<file path="config.mk">
export PLATFORM = sky130hd
export DESIGN_NAME = mmio_uart_tx
export DESIGN_NICKNAME = d
export VERILOG_FILES = /design/src/rtl/uart_pkg.sv /design/src/rtl/sync_fifo.sv /design/src/rtl/mmio_uart_tx.sv
export SDC_FILE = /design/constraint.sdc
export NUM_CORES = 1
export LEC_CHECK = 0
export BUFFER_PORTS_ARGS = -buffer_cell sky130_fd_sc_hd__buf_2
export CAP_MARGIN = 20
export CORE_MARGIN = 10
export CORE_UTILIZATION = 54
export CTS_BUF_LIST = sky130_fd_sc_hd__clkbuf_4
export CTS_CLUSTER_SIZE = 24
export DETAILED_ROUTE_END_ITERATION = 6
export PLACE_DENSITY = 0.81
export REMOVE_ABC_BUFFERS = 1
export SETUP_SLACK_MARGIN = 0.02
export SLEW_MARGIN = 20
export SYNTH_ARGS = -nofsm -noshare
export SYNTH_HDL_FRONTEND = slang
export SYNTH_HIERARCHICAL = 1
export SYNTH_SLANG_ARGS = --single-unit
</file>
<file path="constraint.sdc">
create_clock -name clk -period 3.45 [get_ports clk]
set_input_delay 0.69 -clock clk [delete_from_list [all_inputs] [get_ports clk]]
set_output_delay 0.69 -clock clk [all_outputs]
set_load 0.01 [all_outputs]
</file>
<file path="src/rtl/uart_pkg.sv">
// uart_pkg: shared types and register map constants for the MMIO UART transmitter
package uart_pkg;
  typedef enum logic [1:0] {IDLE, START, DATA, STOP} state_e;
  localparam logic [2:0] TXDATA_OFS = 3'h0;
  localparam logic [2:0] STATUS_OFS = 3'h4;
  localparam int FULL = 0;
  localparam int EMPTY = 1;
  localparam int BUSY = 2;
  localparam int OVF = 3;
  localparam int CNT_LSB = 8;
endpackage

</file>
<file path="src/rtl/sync_fifo.sv">
// sync_fifo: single-clock FIFO; a push while full is accepted only when a pop frees a slot on the same edge
module sync_fifo #(
  parameter int WIDTH = 8,
  parameter int DEPTH = 16,
  localparam int AW = $clog2(DEPTH),
  localparam int CW = AW + 1
) (
  input  logic             clk,
  input  logic             reset,
  input  logic             push,
  input  logic             pop,
  input  logic [WIDTH-1:0] wdata,
  output logic [WIDTH-1:0] rdata,
  output logic             full,
  output logic             empty,
  output logic [CW-1:0]    count
);
  logic [WIDTH-1:0] mem_q [DEPTH];
  logic [AW-1:0] wptr_q, rptr_q;
  logic [CW-1:0] cnt_q;
  logic do_push, do_pop;
  assign full = cnt_q == CW'(DEPTH);
  assign empty = cnt_q == '0;
  assign count = cnt_q;
  assign rdata = mem_q[rptr_q];
  assign do_pop = pop & ~empty;
  assign do_push = push & (~full | do_pop);
  always_ff @(posedge clk) if (do_push) mem_q[wptr_q] <= wdata;
  always_ff @(posedge clk) begin
    if (reset) begin
      wptr_q <= '0;
      rptr_q <= '0;
      cnt_q <= '0;
    end else begin
      if (do_push) wptr_q <= wptr_q + AW'(1);
      if (do_pop) rptr_q <= rptr_q + AW'(1);
      cnt_q <= cnt_q + CW'(do_push) - CW'(do_pop);
    end
  end
endmodule

</file>
<file path="src/rtl/mmio_uart_tx.sv">
// mmio_uart_tx: memory-mapped 8N1 UART transmitter with byte FIFO and status register
module mmio_uart_tx
  import uart_pkg::*;
#(
  parameter logic [31:0] BASE_ADDR = 32'h0000_1000,
  parameter int CLKS_PER_BIT = 868,
  parameter int FIFO_DEPTH = 16
) (
  input  logic        clk,
  input  logic        reset,
  input  logic        we,
  input  logic [31:0] a,
  input  logic [31:0] wd,
  output logic [31:0] rd,
  output logic        sel,
  output logic        tx,
  output logic        irq_empty
);
  localparam int CW = $clog2(FIFO_DEPTH) + 1;
  localparam int BW = $clog2(CLKS_PER_BIT);
  state_e state_q, state_d;
  logic [BW-1:0] baud_q, baud_d;
  logic [2:0] idx_q, idx_d;
  logic [7:0] shift_q, shift_d;
  logic tx_q, tx_d, irq_q, irq_d, ovf_q, ovf_d;
  logic f_full, f_empty, pop, push_ok, baud_end, wr_tx, wr_st, st_hit, tx_hit;
  logic [7:0] f_data;
  logic [CW-1:0] f_cnt, cnt_nxt;
  logic [31:0] status;
  logic unused_bits;
  assign unused_bits = ^{wd[31:8], a[1:0]};
  assign sel = a[31:3] == BASE_ADDR[31:3];
  assign st_hit = {a[2], 2'b00} == STATUS_OFS;
  assign tx_hit = {a[2], 2'b00} == TXDATA_OFS;
  assign wr_tx = we & sel & tx_hit;
  assign wr_st = we & sel & st_hit;
  assign push_ok = wr_tx & (~f_full | pop);
  assign cnt_nxt = f_cnt + CW'(push_ok) - CW'(pop);
  assign baud_end = baud_q == BW'(CLKS_PER_BIT - 1);
  assign rd = sel && st_hit ? status : '0;
  assign tx = tx_q;
  assign irq_empty = irq_q;
  sync_fifo #(.WIDTH(8), .DEPTH(FIFO_DEPTH)) u_fifo (
    .clk(clk), .reset(reset), .push(wr_tx), .pop(pop), .wdata(wd[7:0]),
    .rdata(f_data), .full(f_full), .empty(f_empty), .count(f_cnt)
  );
  always_comb begin
    status = '0;
    status[FULL] = f_full;
    status[EMPTY] = f_empty;
    status[BUSY] = state_q != IDLE;
    status[OVF] = ovf_q;
    status[CNT_LSB +: CW] = f_cnt;
  end
  // A full-FIFO write only overflows when the FSM is not popping on the same edge
  assign ovf_d = wr_st && wd[OVF] ? 1'b0 : wr_tx && f_full && !pop ? 1'b1 : ovf_q;
  always_comb begin
    state_d = state_q;
    baud_d = baud_q;
    idx_d = idx_q;
    shift_d = shift_q;
    pop = 1'b0;
    case (state_q)
      IDLE: if (!f_empty) begin
        pop = 1'b1;
        shift_d = f_data;
        baud_d = '0;
        state_d = START;
      end
      START: if (baud_end) begin
        baud_d = '0;
        idx_d = '0;
        state_d = DATA;
      end else baud_d = baud_q + BW'(1);
      DATA: if (baud_end) begin
        baud_d = '0;
        shift_d = {1'b0, shift_q[7:1]};
        idx_d = idx_q + 3'd1;
        state_d = idx_q == 3'd7 ? STOP : DATA;
      end else baud_d = baud_q + BW'(1);
      STOP: if (baud_end) begin
        baud_d = '0;
        pop = !f_empty;
        shift_d = f_empty ? shift_q : f_data;
        state_d = f_empty ? IDLE : START;
      end else baud_d = baud_q + BW'(1);
      default: state_d = IDLE;
    endcase
    tx_d = state_d == START ? 1'b0 : state_d == DATA ? shift_d[0] : 1'b1;
    irq_d = cnt_nxt == '0 && state_d == IDLE;
  end
  always_ff @(posedge clk) begin
    if (reset) begin
      state_q <= IDLE;
      baud_q <= '0;
      idx_q <= '0;
      shift_q <= '0;
      tx_q <= 1'b1;
      irq_q <= 1'b1;
      ovf_q <= 1'b0;
    end else begin
      state_q <= state_d;
      baud_q <= baud_d;
      idx_q <= idx_d;
      shift_q <= shift_d;
      tx_q <= tx_d;
      irq_q <= irq_d;
      ovf_q <= ovf_d;
    end
  end
endmodule

</file>
==> metrics.txt <==
Max Slew Vio Count=0; flop2flop setup slack=60 ps; Routed Antenna Nets=0; WP data required=3950 ps; Final GP Congestion=0.860; met3 Track Usage GR=0.0470; die area=0.0196 sq mm; Area Growth Syn to Fin=11.2%; Syn Area/Cell=14.2 sq um; CTS tree=yes; Clock Latency Late Sink=560 ps; DR WL/cell=19.3 um; Int Pwr=3.41 mW; # Max-Cap Violations=0; Syn. warnings=6; PwrDens=590 mW/mm^2; area of the core=0.0140 sq mm; Net Switching=1.68 mW; DRT iter0 DRCs=424; CP arrival=3890 ps; All-Layer GR Usage=0.160; Total Power=5.09 mW; most frequent cells after synthesis=edfxtp_1 (128), nor2_1 (49), dfxtp_1 (43), buf_4 (25); pin count of the biggest net entering global routing=38; Max H-tree Level=4; Final Critical Period=3390 ps; leakage power=3.17 nW; worst-path fanout max=3; Final #Nets=724; utilization after layout=0.617; ranking of synthesized cells by area=edfxtp_1 (50%), dfxtp_1 (11%), mux4_2 (7.0%); Flop pwr share=0.470; share of layout cells above drive strength 1=0.267; asr flop ratio synth=0; Setup CP Type=flop to flop; GRT met2 Usage=0.269; CTS clk-pin slew, worst paths=140 ps; sequential cell area=0.00471 sq mm; Cell Area, Synth=0.00776 sq mm; multi-input logic area=0.00282 sq mm; Hold Crit Class=input port to flop; crit share post-route=0.984; final hold vios=0; via/cell ratio=5.82; FILL cells=1001; FF+latch count, synth=171; CP Launch Type=flop; Root Buffer=clkbuf_4; EDFF count, synth=128; CTS Buf Count=17; IO Port Bufs=52; Yosys cell types=60; GRT busiest layer=met2; Worst VDD drop=0.000337 V; post-synth top area share=0.495; clk buf depth=2; post-cts hold buffer count=0; number of I/O pins=102; share of power burned in the clock network=0.202; met1 Resource Use GR=0.192; final setup vio count=0; Vias=4803; drc violations=0; Sink Count=171; Comb power frac=0.328; TritonRoute pass-1 iters=4; Setup crit end kind=flop; initial cell density of the core=0.555; Max Clock Skew=26.8 ps; outcome=finished clean; worst slew pin tran=738 ps; final wirelength=16.0 mm; RSZ-0062 raised after global routing=true; Synth Instances=548; die height=140 um; Post-synth top flop=edfxtp_1; initial antenna violation count=1; most frequent cell after synthesis=edfxtp_1; register area share after synthesis=0.606; sw frac=0.329; Die W=140 um; grt total ovfl=0; Post-DP HPWL=11.3 mm; Slew HR=0.507; row count=43; vias in the first global route=4745; top achievable clock speed=295 MHz; Yosys top cell by area=edfxtp_1; first-pass GRT wire length=25.1 mm
[layout make-up]
class | count | share of cell area
Multi-Input combinational cell | 331 | 0.327
Sequential cell | 171 | 0.546
Antenna cell | 1 | 0.000290
Timing Repair Buffer | 88 | 0.0619
Clock inverter | 13 | 0.0128
Clock buffer | 19 | 0.0165
Tap cell | 180 | 0.0261
Inverter | 22 | 0.0101
[cells by family after synthesis]
logic type | synth area share
muxes | 0.108
other | 0.000483
buffers and inverters | 0.0516
AOI/OAI and AO/OA | 0.0753
xor gates and xnor gates | 0.0147
and+or+nand+nor | 0.0999
DFF | 0.606
adders and majority gates | 0.0438
[sequential cells by signal, indices dropped and copies added, names as in the netlist, named ones only]
register and count:
u_fifo/mem_q 128, baud_q 10, shift_q 8, u_fifo/count 5
u_fifo/rptr_q 4, u_fifo/wptr_q 4, idx_q 3, state_q 2
irq_empty 1, ovf_q 1, tx 1
[layer usage]
metal	vias up	wire, um
met3	19	941
met4	0	221
met2	160	8340
met1	2395	6460
li1	2229	-
met5	-	0
[power groups by stage]
stage / Clock, mW / Sequential (mW) / Combinational [mW]
2_1_floorplan: 0 / 2.46 / 1.02
3_3_place_gp: 0 / 2.43 / 1.45
3_5_place_dp: 0 / 2.44 / 1.53
4_1_cts: 1.06 / 2.39 / 1.56
5_1_grt: 1.14 / 2.41 / 1.83
6_report: 1.03 / 2.39 / 1.67
[worst paths after layout]
| path | depth (start not counted) | endpoint | from |
|---|---|---|---|
| setup reg to reg | 13 | u_fifo/count[4]$_SDFF_PP0_ | baud_q[7]$_SDFFE_PP0P_ |
| hold / removal | 2 | ovf_q$_SDFFE_PP0P_ | we |
| setup / recovery | 13 | u_fifo/count[4]$_SDFF_PP0_ | baud_q[7]$_SDFFE_PP0P_ |
| hold reg to reg | 1 | baud_q[9]$_SDFFE_PP0P_ | baud_q[9]$_SDFFE_PP0P_ |
[through the flow]
stage,instances,cell area [sq um],setup TNS [ps],worst slack (ps),hold slack (ps)
floorplan,524,7530,-642,-454,434
global placement,790,8270,0,16.0,472
detailed placement,790,8270,-51.1,-51.1,477
CTS,823,8540,0,20.6,282
global route,825,8630,-112,-66.8,283
finish,825,8630,0,56.1,342
[what timing repair did]
| action | 4_1_cts | 5_1_grt |
|---|---|---|
| pin swaps | 1 | 17 |
| setup endpoints to repair | 2 | 2 |
| setup buffers | 1 | 1 |
| hold endpoints to repair | 0 | 0 |
| resized for setup | 5 | 20 |
[layout by cell type (no fill, tap or decap), types with 9 or more instances in the layout]
cell / synthesis / routed
buf_4: 25 / 35
buf_2: 2 / 52
conb_1: 1 / 23
ha_1: 24 / 20
a21oi_1: 17 / 14
edfxtp_1: 128 / 128
nand2_1: 18 / 17
dfxtp_1: 43 / 38
clkbuf_4: 0 / 19
nand3_1: 9 / 9
o21ai_0: 10 / 10
mux4_2: 24 / 24
mux2i_1: 9 / 9
nor2_1: 49 / 49
and3_1: 18 / 18
inv_1: 22 / 18
a22oi_1: 21 / 21
nor3_1: 10 / 10
[critical path: stages (launching register included)]
cell and delay (ps):
dfxtp_2 350, or4b_4 540, o41a_1 340, or3_4 420, inv_6 90, o21ai_4 70, ha_4 280, inv_2 40
ha_4 150, fa_2 370, a21oi_2 150, nor2_1 70, or3_1 380, a21oi_2 110
Note: power is estimated with default switching activity, not from simulation.
